==> src/rtl/usb_arb_pkg.sv <==
// Shared definitions for the usb_uart transmit arbiter.
// Feature macro: USB_ARB_TIMEOUT_EN enables the mid-message idle timeout.
package usb_arb_pkg;

  // Arbiter FSM encoding
  typedef enum logic {
    ARB_IDLE   = 1'b0,
    ARB_LOCKED = 1'b1
  } arb_state_e;

  // 100 us of idle at 48 MHz
  localparam int unsigned TIMEOUT_CYCLES_48MHZ = 4800;

  // Legal requester count range
  localparam int unsigned ARB_MIN_REQ = 2;
  localparam int unsigned ARB_MAX_REQ = 8;

  // Shortest timeout the revocation logic supports
  localparam int unsigned ARB_MIN_TIMEOUT = 2;

  // Index width for a requester vector, never narrower than one bit
  function automatic int unsigned idx_w(input int unsigned n);
    return (n > 1) ? $clog2(n) : 1;
  endfunction

endpackage

==> src/rtl/usb_uart_tx_arbiter_rr_pick.sv <==
// Combinational round-robin picker: first set request strictly after
// last_winner, wrapping modulo N_REQ; the previous winner is checked last.
module rr_pick
  import usb_arb_pkg::*;
#(
  parameter int unsigned N_REQ = 4,
  localparam int unsigned IDX_W = idx_w(N_REQ)
) (
  input  logic [N_REQ-1:0] req,
  input  logic [IDX_W-1:0] last_winner,
  output logic [N_REQ-1:0] winner,
  output logic             found
);

  logic [IDX_W-1:0] idx;

  // Walk the ring starting one past the previous winner
  always_comb begin
    winner = '0;
    found  = 1'b0;
    idx    = '0;
    for (int unsigned k = 1; k <= N_REQ; k++) begin
      idx = IDX_W'((32'(last_winner) + k) % N_REQ);
      if (!found && req[idx]) begin
        winner[idx] = 1'b1;
        found       = 1'b1;
      end
    end
  end

endmodule

==> src/rtl/usb_uart_tx_arbiter.sv <==
// Message-granular round-robin arbiter feeding the usb_uart pipe_in stream.
// A winner keeps the grant until it hands over a byte flagged last.
// Feature macro: USB_ARB_TIMEOUT_EN adds an idle counter that revokes a grant
// from a requester that stalls mid-message for TIMEOUT cycles.
module usb_uart_tx_arbiter
  import usb_arb_pkg::*;
#(
  parameter int unsigned N_REQ   = 4,
  parameter int unsigned DATA_W  = 8,
  parameter int unsigned TIMEOUT = TIMEOUT_CYCLES_48MHZ
) (
  input  logic                    clk_48mhz,
  input  logic                    reset_n,
  input  logic [N_REQ-1:0]        req_valid,
  input  logic [N_REQ*DATA_W-1:0] req_data,
  input  logic [N_REQ-1:0]        req_last,
  output logic [N_REQ-1:0]        req_ready,
  output logic                    out_valid,
  output logic [DATA_W-1:0]       out_data,
  output logic                    out_last,
  input  logic                    out_ready,
  output logic [N_REQ-1:0]        grant,
  output logic                    busy,
  output logic                    timeout_evt
);

  localparam int unsigned IDX_W = idx_w(N_REQ);

  // Elaboration-time parameter legality
  if ((N_REQ < ARB_MIN_REQ) || (N_REQ > ARB_MAX_REQ)) begin : g_bad_n_req
    $error("usb_uart_tx_arbiter: N_REQ must be in 2..8");
  end
  if (TIMEOUT < ARB_MIN_TIMEOUT) begin : g_bad_timeout
    $error("usb_uart_tx_arbiter: TIMEOUT must be at least 2");
  end

  arb_state_e       state_q, state_d;
  logic [N_REQ-1:0] grant_q, grant_d;
  logic [IDX_W-1:0] last_winner_q, last_winner_d;
  logic             timeout_evt_q, timeout_evt_d;

  logic [N_REQ-1:0] pick_winner;
  logic             pick_found;
  logic [IDX_W-1:0] grant_idx;
  logic             hs_last;
  logic             timeout_hit;

  rr_pick #(
    .N_REQ (N_REQ)
  ) u_rr_pick (
    .req         (req_valid),
    .last_winner (last_winner_q),
    .winner      (pick_winner),
    .found       (pick_found)
  );

  // Encode the one-hot grant as an index for last_winner bookkeeping
  always_comb begin
    grant_idx = '0;
    for (int unsigned i = 0; i < N_REQ; i++) begin
      if (grant_q[i]) begin
        grant_idx = IDX_W'(i);
      end
    end
  end

  // Pass-through of the granted requester; everything is zero while idle
  always_comb begin
    out_valid = 1'b0;
    out_data  = '0;
    out_last  = 1'b0;
    req_ready = '0;
    for (int unsigned i = 0; i < N_REQ; i++) begin
      if (grant_q[i]) begin
        out_valid    = req_valid[i];
        out_data     = req_data[i*DATA_W +: DATA_W];
        out_last     = req_last[i];
        req_ready[i] = out_ready;
      end
    end
  end

  assign hs_last = out_valid & out_ready & out_last;

`ifdef USB_ARB_TIMEOUT_EN
  localparam int unsigned CNT_W = $clog2(TIMEOUT + 1);

  logic [CNT_W-1:0] idle_cnt_q, idle_cnt_d;

  // Count consecutive idle cycles of the granted requester while locked
  always_comb begin
    idle_cnt_d  = '0;
    timeout_hit = 1'b0;
    if ((state_q == ARB_LOCKED) && !out_valid) begin
      if (idle_cnt_q == CNT_W'(TIMEOUT - 1)) begin
        timeout_hit = 1'b1;
      end else begin
        idle_cnt_d = idle_cnt_q + CNT_W'(1);
      end
    end
  end

  // Idle counter register
  always_ff @(posedge clk_48mhz or negedge reset_n) begin
    if (!reset_n) begin
      idle_cnt_q <= '0;
    end else begin
      idle_cnt_q <= idle_cnt_d;
    end
  end
`else
  // Without the timeout a grant is released only by a last handshake
  assign timeout_hit = 1'b0;
`endif

  // Next-state logic: arbitrate in IDLE, release on last or on timeout
  always_comb begin
    state_d       = state_q;
    grant_d       = grant_q;
    last_winner_d = last_winner_q;
    timeout_evt_d = 1'b0;
    case (state_q)
      ARB_IDLE: begin
        if (pick_found) begin
          state_d = ARB_LOCKED;
          grant_d = pick_winner;
        end
      end
      ARB_LOCKED: begin
        if (hs_last) begin
          state_d       = ARB_IDLE;
          grant_d       = '0;
          last_winner_d = grant_idx;
        end else if (timeout_hit) begin
          state_d       = ARB_IDLE;
          grant_d       = '0;
          last_winner_d = grant_idx;
          timeout_evt_d = 1'b1;
        end
      end
      default: begin
        state_d = ARB_IDLE;
        grant_d = '0;
      end
    endcase
  end

  // FSM, grant and round-robin pointer registers
  always_ff @(posedge clk_48mhz or negedge reset_n) begin
    if (!reset_n) begin
      state_q       <= ARB_IDLE;
      grant_q       <= '0;
      last_winner_q <= IDX_W'(N_REQ - 1);
      timeout_evt_q <= 1'b0;
    end else begin
      state_q       <= state_d;
      grant_q       <= grant_d;
      last_winner_q <= last_winner_d;
      timeout_evt_q <= timeout_evt_d;
    end
  end

  assign grant       = grant_q;
  assign busy        = (state_q == ARB_LOCKED);
  assign timeout_evt = timeout_evt_q;

endmodule
==> config.mk <==
export PLATFORM = sky130hd
export DESIGN_NAME = usb_uart_tx_arbiter
export DESIGN_NICKNAME = d
export VERILOG_FILES = /design/src/rtl/usb_arb_pkg.sv /design/src/rtl/usb_uart_tx_arbiter_rr_pick.sv /design/src/rtl/usb_uart_tx_arbiter.sv
export SDC_FILE = /design/constraint.sdc
export NUM_CORES = 1
export LEC_CHECK = 0
export BUFFER_PORTS_ARGS = -buffer_cell sky130_fd_sc_hd__buf_2
export CAP_MARGIN = 10
export CORE_MARGIN = 4
export CORE_UTILIZATION = 43
export DETAILED_ROUTE_END_ITERATION = 8
export GPL_ROUTABILITY_DRIVEN = 0
export PLACE_DENSITY = 0.9
export REMOVE_ABC_BUFFERS = 1
export SLEW_MARGIN = 20
export SYNTH_ARGS = -nofsm -noshare
export SYNTH_HDL_FRONTEND = slang
export SYNTH_SLANG_ARGS = --single-unit
==> constraint.sdc <==
create_clock -name clk_48mhz -period 2.6 [get_ports clk_48mhz]
set_input_delay 0.13 -clock clk_48mhz [delete_from_list [all_inputs] [get_ports clk_48mhz]]
set_output_delay 0.13 -clock clk_48mhz [all_outputs]
set_load 0.02 [all_outputs]
==> results of run 1 <==
-- through the flow --
step	instances	total power, mW	util [%]
after detailed placement	204	1.158	58.32
after global placement	204	1.121	58.32
final	209	1.270	59.94
after floorplan	114	0.8824	-
after CTS	209	1.269	59.94
after global routing	209	1.378	59.94
-- final timing paths --
path / end / start / depth (start not counted)
worst max-delay path: grant[1] / last_winner_q[0] / 7
worst min-delay path: busy / reset_n / 2
worst max register to register: grant[1] / last_winner_q[0] / 7
worst min register to register: last_winner_q[1] / last_winner_q[1] / 2
max in group asynchronous: last_winner_q[0] / reset_n / 2
min in group clk_48mhz: last_winner_q[0] / out_ready / 3
-- layer usage --
layer | part of all wire [%] | track usage (%) | vias up
li1 | - | - | 590
met1 | 41 | 24.27 | 549
met2 | 47 | 32.67 | 72
met3 | 9.7 | 3.218 | 8
met4 | 2.5 | 12.20 | 0
met5 | 0 | 0 | -
-- layout make-up --
type,count,area [sq um]
flip-flops and latches,7,177.7
fillers,201,894.6
clock buffers,4,26.28
multi-input cells,104,765.7
repair buffers,63,322.8
inverters,3,11.26
well taps,28,35.03
-- state kept, by name (all words and copies together), names as in the netlist --
register	cells
busy	1
last_winner_q	2
grant	4
-- cell families (layout without fill, tap and decap cells) --
kind of cell	after synthesis	after routing	share of synthesized area, %
AO/OA/AOI/OAI	53	53	36.84
adder cells (fa/ha/maj)	8	8	9.889
buffers and inverters	14	70	6.799
flip-flops	7	7	17.55
multiplexers	6	6	6.057
other	1	1	0.3705
AND/OR/NAND/NOR	36	36	22.50
-- what timing repair did --
action | CTS | global route
hold buffers | 1 | 0
endpoints found under the hold margin | 7 | 0
endpoints found under the setup margin | 0 | 0
-- power groups by stage --
stage / logic, mW / registers (mW) / clock network [mW]
2_1_floorplan: 0.600 / 0.282 / 0
3_3_place_gp: 0.856 / 0.266 / 0
3_5_place_dp: 0.886 / 0.272 / 0
4_1_cts: 0.893 / 0.271 / 0.105
5_1_grt: 0.981 / 0.289 / 0.109
6_report: 0.898 / 0.272 / 0.0999
-- synth_stat cells, types with 4 or more instances --
| cell type | n |
|---|---|
| nor2b_1 | 4 |
| clkbuf_1 | 5 |
| a221o_1 | 4 |
| ha_1 | 8 |
| o21ai_0 | 18 |
| a21oi_1 | 4 |
| nor2_1 | 7 |
| buf_2 | 4 |
| a22oi_1 | 15 |
| a31oi_1 | 4 |
| nand2_1 | 4 |
| mux2i_1 | 5 |
| and2_1 | 4 |
| o2111ai_1 | 4 |
| dfrtp_1 | 5 |
==> results by group, run 1 <==
Critical path
  – Critical path required time: 2730 ps
  – Slowest stage delay, CP: 660 ps
  – CP Cell Sequence: inv_1 -> ha_1 -> mux2i_1 -> mux2_2 -> o21ai_0 -> a31oi_1 -> a221o_1
  – Crit-path leading delay family: flip-flops
  – CP Class: flip-flop to flip-flop
  – Crit Path Max Fanout: 12
  – Startpoint Class: flip-flop
  – Worst setup EP type: flip-flop
  – CP Buf/Inv Count: 1
  – Reg-to-reg slack, setup: 200 ps
  – Critical path arrival: 2530 ps
  – Crit-path slowest cell: dfstp_2

Yosys
  – Main area contributors after synthesis: dfrtp_1 (12%), a22oi_1 (11%), ha_1 (9.9%), o21ai_0 (8.9%), dfstp_2 (5.2%)
  – Ys async rst share: 100.0%
  – Synth top area share: 12.36%
  – Synth unique cells: 36
  – Top_reg_cell synth: dfrtp_1
  – Ys Warns: 0
  – #FFs+latches synth: 7
  – EDFF count, synth: 0
  – Post-synthesis sequential area ratio: 17.55%
  – Post-synth top area cell: dfrtp_1
  – Mapped Area: 1012 sq um
  – Cell count after synthesis: 125
  – Synthesized area per cell: 8.098 sq um

Power
  – Static leakage: 0.6280 nW
  – Clock share of power: 7.9%
  – NetSw: 0.6833 mW
  – Pwr dens: 948.6 nW/um^2
  – Comb power frac: 70.7%
  – Sw frac: 53.81%
  – Seq pwr share: 21.4%
  – Max VDD drop: 0.5333 mV
  – Int Pwr: 0.5867 mW

Global routing
  – Global-route wire length before repair: 5126 microns
  – Largest net degree at the start of global routing: 19
  – Number of global-route vias before repair: 1103
  – Initial antenna violation count: 0
  – Grt ovf: 0
  – Total track usage: 20.01%

Placed design
  – Pre-CTS WS: 252.5 ps
  – DP Area: 1303 sq um
  – I/O Buffers: 61
  – Hpwl dp: 2434 microns

Clock network
  – TritonCTS clock tree: done
  – CTS H-Tree Depth: 1
  – TritonCTS Buffers: 3
  – Clock buffer depth: 2
  – Post-CTS Setup Inserts: 0
  – Sink Count: 7
  – Clk slew on worst S/H paths: 50 ps
  – # resized after CTS: 0
  – Root buffer cell: clkbuf_4
  – Clock latency on the worst-skew pair: 260 ps

Timing
  – Fin Setup TNS: 0 ps
  – Fin. max-slew vios: 0
  – Final setup margin: 202.7 ps
  – Final hold slack: 237.0 ps
  – Fin Clk Skew: 8.146 ps
  – Slew of the pin with the lowest slew margin: 734.7 ps
  – Fmax: 417.1 MHz
  – RSZ-0062 raised after global routing: no
  – Final setup viols: 0
  – Fin crit period: 2397 ps
  – Final hold vios: 0
  – Period utilization: 92.20%
  – Worst slew margin: 50.89%

Die
  – Row count: 17
  – Die area: 3195 sq um
  – Starting Density: 45.32%
  – Height of the chip: 56.52 microns
  – I/O Pins: 63
  – Die Wd: 56.52 microns
  – Core ar.: 2233 sq um

Layout
  – Final net count: 233
  – # diodes: 0
  – Share of cells above drive strength 1: 40.88%
  – Most frequent cells in the layout: buf_2 (61), o21ai_0 (18), a22oi_1 (15)
  – P&R area growth vs syn: 32.26%
  – Commonest non-fill, non-tap cell in the layout: buf_2
  – Final instance area: 1339 sq um

Routing
  – Avg Vias per Cell: 5.833
  – Drc violations: 0
  – Final ANT Viol Nets: 0
  – Final wirelength: 3079 microns
  – TritonRoute pass-1 iters: 4
  – DR WL/cell: 14.73 microns
  – DRT iter0 DRCs: 46
  – Vias: 1219

Run
  – Max-Cap Viols: 0

Run status
  – Status: finished, final reports clean

Min path
  – Worst Hold Class: input port to asynchronous set/reset pin
No activity file was read; power rests on OpenSTA's default activity.
==> run 2: changes to the inputs <==
- CORE_UTILIZATION: 43 -> 44
- PLACE_DENSITY: 0.9 -> 0.91
- RECOVER_POWER: not set -> 50
- SYNTH_HIERARCHICAL: not set -> 1
==> run 2 against run 1 <==
Against the previous run: register-to-register slack about the same; sequential power decreased by 15%; die area up 3.5%; worst hold slack lost 48 ps; maximum frequency fell by 0.36%; global-route usage fell by 1.7 points; largest cell class unchanged; largest power group unchanged.
==> results by group, run 2 <==
Critical path
  – Worst r2r path cells: 8 (+1)
  – Critical path arrival: 2580 ps (+50 ps)
  – CP Class: flip-flop to flip-flop
  – Reg-to-reg slack, setup: 190 ps (about the same)
  – Reg2reg end: grant[2]
  – Startpoint Class: flip-flop
  – R2R Path Start: last_winner_q[0]
  – Worst setup EP type: flip-flop
  – Critical path required time: 2780 ps (+50 ps)
  – Crit Path Max Fanout: 8 (-4)

Timing
  – Fmax: 415.6 MHz (-0.36%)
  – Fin Setup TNS: 0 ps (unchanged)
  – Fin. max-slew vios: 0 (unchanged)
  – Worst slew margin: 58.23% (+7.3 points)
  – Final setup margin: 194.0 ps (-8.771 ps)
  – Fin Clk Skew: 9.187 ps (+1.041 ps)
  – Final hold vios: 0 (unchanged)
  – Slew of the pin with the lowest slew margin: 626.6 ps (-108.1 ps)
  – RSZ-0062 raised after global routing: no
  – Final setup viols: 0 (unchanged)
  – Fin crit period: 2406 ps (+8.771 ps)
  – Period utilization: 92.54% (+0.34 points)

Yosys
  – Post-synth top area cell: mux2i_1
  – Synth unique cells: 39 (+8.3%)
  – #FFs+latches synth: 7 (unchanged)
  – Post-synthesis sequential area ratio: 16.47% (-1.1 points)
  – Synthesized area per cell: 8.296 sq um (+2.5%)
  – Most common library cells after synthesis: a22oi_1 (14), mux2i_1 (13), nand2_1 (11), nor2_1 (10), o21ai_0 (9)
  – Mapped Area: 1079 sq um (+6.6%)
  – Main area contributors after synthesis: mux2i_1 (12%), dfrtp_1 (12%), a22oi_1 (9.7%), ha_1 (9.3%), dfstp_2 (4.9%)
  – Ys async rst share: 100.0% (unchanged)
  – Synth top area share: 12.06% (-0.30 points)
  – Cell count after synthesis: 130 (+4.0%)
  – Top_reg_cell synth: dfrtp_1
  – EDFF count, synth: 0 (unchanged)
  – Ys Warns: 6 (+6)
  – Most common cell in the netlist: a22oi_1

Clock network
  – Root buffer cell: clkbuf_4
  – Clock latency on the worst-skew pair: 260 ps (about the same)
  – CTS H-Tree Depth: 1 (unchanged)
  – Sink Count: 7 (unchanged)
  – Post-CTS Setup Inserts: 0 (unchanged)
  – TritonCTS clock tree: done
  – TritonCTS Buffers: 3 (unchanged)
  – Clock buffer depth: 2 (unchanged)
  – Clk slew on worst S/H paths: 60 ps (about the same)

Layout
  – Most frequent cells in the layout: buf_2 (52), a22oi_1 (14), mux2i_1 (13)
  – Final net count: 242 (+3.9%)
  – Share of cells above drive strength 1: 34.74% (-6.1 points)
  – Commonest non-fill, non-tap cell in the layout: buf_2
  – # diodes: 0 (unchanged)
  – P&R area growth vs syn: 30.74%
  – Max FFs per register: 4 (unchanged)

Routing
  – Vias: 1212 (-0.57%)
  – Drc violations: 0 (unchanged)
  – Avg Vias per Cell: 5.560 (-4.7%)
  – Final wirelength: 3072 microns (-0.23%)
  – Final ANT Viol Nets: 0 (unchanged)
  – DRT iter0 DRCs: 89 (+93%)
  – DR WL/cell: 14.09 microns (-4.3%)
  – TritonRoute pass-1 iters: 4 (unchanged)

Global routing
  – Global-route wire length before repair: 4905 microns (-4.3%)
  – Largest net degree at the start of global routing: 20 (+1)
  – Grt ovf: 0 (unchanged)
  – Number of global-route vias before repair: 1141 (+3.4%)
  – Initial antenna violation count: 0 (unchanged)
  – Total track usage: 18.27% (-1.7 points)

Min path
  – Min-delay src: req_last[0]
  – Hold path endpoint: last_winner_q[0]
  – Worst Hold Class: input port to flip-flop
  – Hold Path Stages: 4

Die
  – Die area: 3307 sq um (+3.5%)
  – Die Wd: 57.51 microns (+1.8%)
  – Starting Density: 47.39% (+2.1 points)
  – Height of the chip: 57.51 microns (+1.8%)
  – Row count: 17 (unchanged)
  – I/O Pins: 63 (unchanged)
  – Core ar.: 2276 sq um (+1.9%)

Placed design
  – I/O Buffers: 61 (unchanged)
  – Pre-CTS WS: 239.8 ps (-12.77 ps)
  – Hpwl dp: 2470 microns (+1.5%)

Run
  – Max-Cap Viols: 0 (unchanged)

Power
  – Max VDD drop: 0.5277 mV (-1.0%)
  – Pwr dens: 911.8 nW/um^2 (-3.9%)
  – Static leakage: 0.6864 nW (+9.3%)

Run status
  – Status: finished, final reports clean
[run 2: cell count changes after synthesis, sizes merged, moves of 2 or more]
cell	change
nand2	+8
o21ai	-9
mux2i	+8
inv	+5
clkbuf	-2
nor2	+3
a31oi	-4
or4	-2
o2111ai	-3
nor3b	-2
[run 2: metrics by stage]
stage                     instances  utilization (%)  hold slack (ps)  total power [mW]  instance area (sq um)
final                           218            61.96            188.7             1.286                   1410
after global routing            218            61.96            199.4             1.400                   1410
after CTS                       218            62.62            187.3             1.299                   1425
after detailed placement        213            61.02           -23.31             1.189                   1389
after global placement          213            61.02           -29.03             1.165                   1389
after floorplan                 120                -           -165.6            0.9064                   1018
[run 2: where the power goes]
| part | internal, mW | switching [mW] | leakage (nW) |
|---|---|---|---|
| Combinational | 0.409 | 0.542 | 0.588 |
| Sequential | 0.156 | 0.0762 | 0.0839 |
| Clock | 0.0588 | 0.0436 | 0.0150 |
[run 2: routing by layer]
layer  share of wire (%)  vias to the layer above  GRT usage (%)
li1                    -                      597              -
met1                  40                      554          20.27
met2                  48                       57          32.10
met3                  11                        4          4.977
met4                 1.2                        0          8.278
met5                   0                        -              0
[run 2: worst max-delay path: stages (launching register included)]
cell and delay [ps]:
dfstp_2 610, inv_1 80, ha_1 390, mux2i_1 250
o2111ai_1 140, o21ai_0 420, a221o_1 240, mux2i_1 70
nor2_1 120
[run 2: layout make-up]
class | instances | area (sq um)
Clock buffer | 4 | 26.28
Fill cell | 218 | 865.8
Inverter | 8 | 30.03
Multi-Input combinational cell | 105 | 810.8
Sequential cell | 7 | 177.7
Tap cell | 28 | 35.03
Timing Repair Buffer | 66 | 330.3
[run 2: worst max-delay path by stage]
stage / start / end / slack [ps] / depth (start not counted)
after floorplan: last_winner_q[1] / grant[3] / 330 / 8
after global placement: last_winner_q[0] / grant[1] / 340 / 8
after detailed placement: last_winner_q[0] / grant[3] / 240 / 8
after CTS: last_winner_q[0] / grant[2] / 200 / 8
after global routing: last_winner_q[0] / grant[2] / 50 / 8
final: last_winner_q[0] / grant[2] / 190 / 8
[run 2: kinds of logic (layout without fill, tap and decap cells)]
family | count (synthesis) | after routing | share of synthesized area [%]
and+or+nand+nor | 44 | 44 | 23.67
AOI/OAI and AO/OA | 36 | 36 | 25.29
buffers and inverters | 18 | 78 | 8.352
muxes | 16 | 16 | 16.59
adders and majority gates | 8 | 8 | 9.281
DFF | 7 | 7 | 16.47
other | 1 | 1 | 0.3477
[run 2: what timing repair did]
item	4_1_cts	5_1_grt
endpoints found under the hold margin	7	0
hold buffers	1	0
endpoints found under the setup margin	0	0
resized for setup	0	0
